==> src/rtl/ifmap_input_controller.sv <==
// ============================================================================
// Module   : ifmap_input_controller
// Function : Writes the ifmap stream into the current bank of the double buffer
//            and handshakes bank swaps with the main FSM.
// Revision : 1.0 - initial release
// ============================================================================
`default_nettype none

module ifmap_input_controller #(
    parameter int DATA_WIDTH      = 16,
    parameter int BANK_ADDR_WIDTH = 10,
    parameter int COUNT_WIDTH     = 16
) (
    input  logic                       clk,
    input  logic                       rst,
    input  logic                       config_en,
    input  logic [BANK_ADDR_WIDTH:0]   bank_depth,
    input  logic [COUNT_WIDTH-1:0]     num_banks,
    input  logic [DATA_WIDTH-1:0]      ifmap_data,
    input  logic                       ifmap_valid,
    output logic                       ifmap_ready,
    output logic                       ifmap_wen,
    output logic [BANK_ADDR_WIDTH-1:0] ifmap_waddr,
    output logic [DATA_WIDTH-1:0]      ifmap_wdata,
    output logic                       ifmap_write_bank_sel,
    input  logic                       ifmap_ready_to_switch,
    input  logic                       ifmap_start_new_write_bank,
    output logic                       ifmap_write_bank_ready_to_switch,
    output logic                       all_ifmap_write_bank_done,
    output logic [COUNT_WIDTH-1:0]     banks_filled
);

    typedef enum logic [2:0] {
        ST_IDLE       = 3'd0,
        ST_FILL       = 3'd1,
        ST_FULL       = 3'd2,
        ST_WAIT_START = 3'd3,
        ST_DONE       = 3'd4
    } state_t;

    state_t                     state_q, state_d;
    logic [BANK_ADDR_WIDTH:0]   addr_q, addr_d;
    logic [BANK_ADDR_WIDTH:0]   depth_q, depth_d;
    logic [COUNT_WIDTH-1:0]     num_banks_q, num_banks_d;
    logic [COUNT_WIDTH-1:0]     banks_filled_q, banks_filled_d;
    logic                       bank_sel_q, bank_sel_d;

    logic w_cfg_ok;
    logic w_beat;
    logic w_last;
    logic w_all_filled;

    assign w_cfg_ok     = config_en && (bank_depth != '0) && (num_banks != '0);
    assign w_beat       = ifmap_valid && (state_q == ST_FILL);
    assign w_last       = (addr_q == depth_q - 1'b1);
    assign w_all_filled = (banks_filled_q == num_banks_q);

    always_comb begin
        state_d        = state_q;
        addr_d         = addr_q;
        depth_d        = depth_q;
        num_banks_d    = num_banks_q;
        banks_filled_d = banks_filled_q;
        bank_sel_d     = bank_sel_q;

        case (state_q)
            ST_IDLE, ST_DONE: begin
                // A new layer keeps the current bank polarity.
                if (w_cfg_ok) begin
                    depth_d        = bank_depth;
                    num_banks_d    = num_banks;
                    banks_filled_d = '0;
                    addr_d         = '0;
                    state_d        = ST_FILL;
                end
            end
            ST_FILL: begin
                if (w_beat) begin
                    if (w_last) begin
                        addr_d  = '0;
                        state_d = ST_FULL;
                        if (!w_all_filled) begin
                            banks_filled_d = banks_filled_q + 1'b1;
                        end
                    end else begin
                        addr_d = addr_q + 1'b1;
                    end
                end
            end
            ST_FULL: begin
                if (ifmap_ready_to_switch) begin
                    bank_sel_d = ~bank_sel_q;
                    state_d    = w_all_filled ? ST_DONE : ST_WAIT_START;
                end
            end
            ST_WAIT_START: begin
                if (ifmap_start_new_write_bank) begin
                    state_d = ST_FILL;
                end
            end
            default: state_d = ST_IDLE;
        endcase
    end

    always_ff @(posedge clk) begin
        if (rst) begin
            state_q        <= ST_IDLE;
            addr_q         <= '0;
            depth_q        <= '0;
            num_banks_q    <= '0;
            banks_filled_q <= '0;
            bank_sel_q     <= 1'b0;
        end else begin
            state_q        <= state_d;
            addr_q         <= addr_d;
            depth_q        <= depth_d;
            num_banks_q    <= num_banks_d;
            banks_filled_q <= banks_filled_d;
            bank_sel_q     <= bank_sel_d;
        end
    end

    assign ifmap_ready                      = (state_q == ST_FILL);
    assign ifmap_wen                        = ifmap_valid && ifmap_ready;
    assign ifmap_waddr                      = addr_q[BANK_ADDR_WIDTH-1:0];
    assign ifmap_wdata                      = ifmap_data;
    assign ifmap_write_bank_sel             = bank_sel_q;
    assign ifmap_write_bank_ready_to_switch = (state_q == ST_FULL);
    assign all_ifmap_write_bank_done        = ((state_q == ST_FULL) || (state_q == ST_DONE))
                                              && w_all_filled;
    assign banks_filled                     = banks_filled_q;

endmodule

`default_nettype wire

==> config.mk <==
export PLATFORM = sky130hd
export DESIGN_NAME = ifmap_input_controller
export DESIGN_NICKNAME = d
export VERILOG_FILES = /design/src/rtl/ifmap_input_controller.sv
export SDC_FILE = /design/constraint.sdc
export NUM_CORES = 1
export LEC_CHECK = 0
export CAP_MARGIN = 10
export CORE_ASPECT_RATIO = 0.6
export CORE_UTILIZATION = 40
export DETAILED_ROUTE_END_ITERATION = 10
export PLACE_DENSITY_LB_ADDON = 0.2
export SLEW_MARGIN = 0
export SYNTH_ARGS = -nofsm -noshare
export SYNTH_HDL_FRONTEND = slang
export SYNTH_SLANG_ARGS = --single-unit
==> constraint.sdc <==
create_clock -name clk -period 3.08 [get_ports clk]
set_input_delay 0.616 -clock clk [delete_from_list [all_inputs] [get_ports clk]]
set_output_delay 0.616 -clock clk [all_outputs]
set_load 0.005 [all_outputs]
==> impl_results.md <==
* DIE HEIGHT at 73.7 microns
* Comb power frac at 0.355
* HPWL after DPL at 7350 microns
* RSZ-0062 raised after global routing: false
* Port buffer count at 63
* Slew Limit Fails at 0
* Power Density at between 600 and 700 mW/mm^2
* DR pass1 iterations at 5
* Drt wl/cell at 17.1 microns
* Row count at 25
* Minimum clock period at 2.94 ns
* WP buf/inv at 2
* Die width at 122 microns
* Post-synthesis cell type count at 52
* Startpoint types: flop
* Reg-to-Reg Start: depth_q[0]
* Core Area at 0.00810 sq mm
* Global Route Usage Sum at 0.229
* Syn avg cell area at about 8.5 sq um
* # DRC at 0
* Max Root-Sink Buffers at 2
* Inserted Clock Buffers at 9
* TritonCTS clock tree: yes
* Worst hold path class: flop to flop
* CP max FO at 28
* Top-area cell type share of the netlist area at 0.338
* Slowest stage delay, CP at around 0.51 ns
* Max-cap viol count at 0
* Achievable Freq at 0.340 GHz
* DIE AREA at 0.00896 sq mm
* Nets at around 500
* Commonest cells in the netlist: dfxtp_1, nor2_1, xor2_1
* Setup TNS at 0 ns
* Reg power frac at 0.324
* Top FF cell, synth: dfxtp_1
* Root buffer cell: clkbuf_16
* Area grow syn2layout at 27.9%
* Pwr Total at 2900 uW
* Ys async rst share at 0
* CTS sink cnt at 58
* Post-synth top area cell: dfxtp_1
* Slowest-stage cell, CP: or4_1
* Multi-input gate area at 0.00195 sq mm
* Data arrival, critical path at 3.19 ns
* Clock network power share at 0.321
* Leakage at about 0.0018 uW
* Slew Limit Headroom at 0.627
* Global-route wire length before repair at 15100 microns
* Fillers at approximately 750
* Outcome: finished, final reports clean
* Max IR drop VDD at 0.378 mV
* Switching power of the nets at 1010 uW
* Fin Clk Skew at 0.00530 ns
* Most common cell in the synthesized netlist: dfxtp_1
* Antenna violations before repair at 0
* CTS clock-pin slew for the worst setup and hold paths at approximately 0.05 ns
* Initial DRC Count at between 300 and 400
* Gr ovfl total at 0
* Largest net degree at the start of global routing at 29
* Number of global-route vias before repair at 2821
* Diode count at 0
* Yosys warns at 0
* Part of the cycle the worst path needs at 0.954
* Hold Path Origin: banks_filled[8]
* Final hold viol count at 0
* Post-synthesis cell count at 404
* DR vias/cell at 5.52
* Critical Path Start: depth_q[0]
* Htree depth at 3
* Skew-Pair Late Insertion Delay at 0.34 ns
* WP data required at 3.34 ns
* Least-Margin Pin Slew at 0.555 ns
* Starting Density at 0.423
* Setup-failing EPs final at 0
* Cts-stage hold buffer count at 0
* RD Place Congestion at 0.824
* DRT Wirelength at between 9000 and 10000 microns
* Kind of critical path: flop to flop
* Detailed-route via count at 3108
* CP most frequent cell: or4_1
* Worst Setup End Kind: flop
* Mapped Nets at 456
* P_int at roughly 1900 uW
* Netlist Area Pre-Place at 0.00343 sq mm
* Switch share at 0.350
* Post-synthesis sequential area ratio at 0.338
* Postcts setup bufs at 0
* Top Ports at 96
* Worst path top cell family by delay: simple AND/OR/NAND/NOR gates
* Cells along the critical path: inv_1 > ha_1 > or4b_4 > or4_1 > o311a_2 > a211oi_4 > a21boi_2 > buf_12 > or4_1 > a21oi_1
* Synth Register Bits at 58
* Number of synthesized flops with an enable pin at 0
* Layout cells sized above 1 at 0.103
* Top post-synthesis cells by area: dfxtp_1, mux2i_1, xor2_1, nor2_1, buf_4
* Final antenna-violating net count at 0
* Register area at 0.00116 sq mm
[cells by family (layout without fill, tap and decap cells)]
logic type      count (synthesis)  count (layout)  synth area share
compound gates                 61              61             0.126
mux                            29              29            0.0850
flops                          58              58             0.338
fa+ha+maj                       3               3            0.0109
xor+xnor                       39              39            0.0996
simple gates                  157             157             0.244
buf+inv                        57             108            0.0955
[per-stage QoR]
step	cell area (sq um)	util	hold WS, ns	setup WS [ns]	cells
6_report	4390	0.542	0.517	0.142	563
3_5_place_dp	4100	0.506	0.505	0.157	547
3_3_place_gp	4100	0.506	0.497	0.259	547
5_1_grt	4390	0.542	0.547	0.00262	563
4_1_cts	4380	0.541	0.514	0.145	563
2_1_floorplan	3430	-	0.484	0.0293	404
[power groups by stage]
stage	Combinational [uW]	Clock [uW]	Sequential, uW
floorplan	695	0	901
finish	1030	931	938
global placement	993	0	948
detailed placement	1010	0	952
global route	1120	986	949
CTS	1020	949	937
[worst paths after layout]
check,to,slack [ns],depth (start not counted)
max reg2reg,banks_filled[11],0.14,10
min reg2reg,banks_filled[8],0.52,2
min,banks_filled[8],0.52,2
max,banks_filled[11],0.14,10
[repair_timing]
item                       in CTS  in global routing
setup endpoints to repair       0                  1
resized for setup               0                  1
hold endpoints to repair        0                  0
[cell type report]
cell class / instances / share of cell area
Sequential cell: 58 / 0.265
Tap cell: 108 / 0.0308
Clock inverter: 6 / 0.00969
Multi-Input combinational cell: 289 / 0.444
Timing Repair Buffer: 86 / 0.192
Clock buffer: 10 / 0.0544
Inverter: 6 / 0.00513
[worst min-delay path: stages, from the launching register on]
cell and delay, ns:
dfxtp_1 0.34, nand2_1 0.07, mux2i_1 0.06
[placed cells by master, fill, tap and decap left out, types with 2 or more instances in the layout]
| cell type | count |
|---|---|
| clkbuf_16 | 9 |
| clkdlybuf4s50_1 | 63 |
| nand2_1 | 17 |
| buf_12 | 3 |
| dfxtp_1 | 58 |
| nor3_1 | 5 |
| inv_1 | 6 |
| or3_1 | 2 |
| nor2_1 | 54 |
| nor4_1 | 12 |
| o21ai_0 | 4 |
| or4_1 | 13 |
| nand4b_1 | 4 |
| nand4_1 | 9 |
| nand2b_1 | 4 |
| and2_1 | 2 |
| and3_1 | 7 |
| buf_4 | 20 |
| clkinvlp_4 | 5 |
| mux2i_1 | 28 |
| xnor2_1 | 10 |
| o31ai_1 | 14 |
| ha_1 | 3 |
| a211oi_1 | 3 |
| a21o_1 | 2 |
| a311oi_1 | 3 |
| a31oi_1 | 2 |
| nand3b_1 | 2 |
| nand3_1 | 13 |
| a21oi_1 | 18 |
| nor3b_1 | 6 |
| o41ai_1 | 2 |
| xor2_1 | 29 |
[routing by layer]
metal  track usage  share of wire  vias up
met5             0              0        -
met1         0.347           0.54     1460
met2         0.287           0.37      110
li1              -              -     1521
met4        0.0754          0.012        0
met3        0.0800          0.081       17
[registers in the layout (all words and copies together), names as in the netlist]
register / count
state_q: 3
depth_q: 11
addr_q: 11
banks_filled: 16
num_banks_q: 16
ifmap_write_bank_sel: 1
No activity file was read; power rests on OpenSTA's default activity.
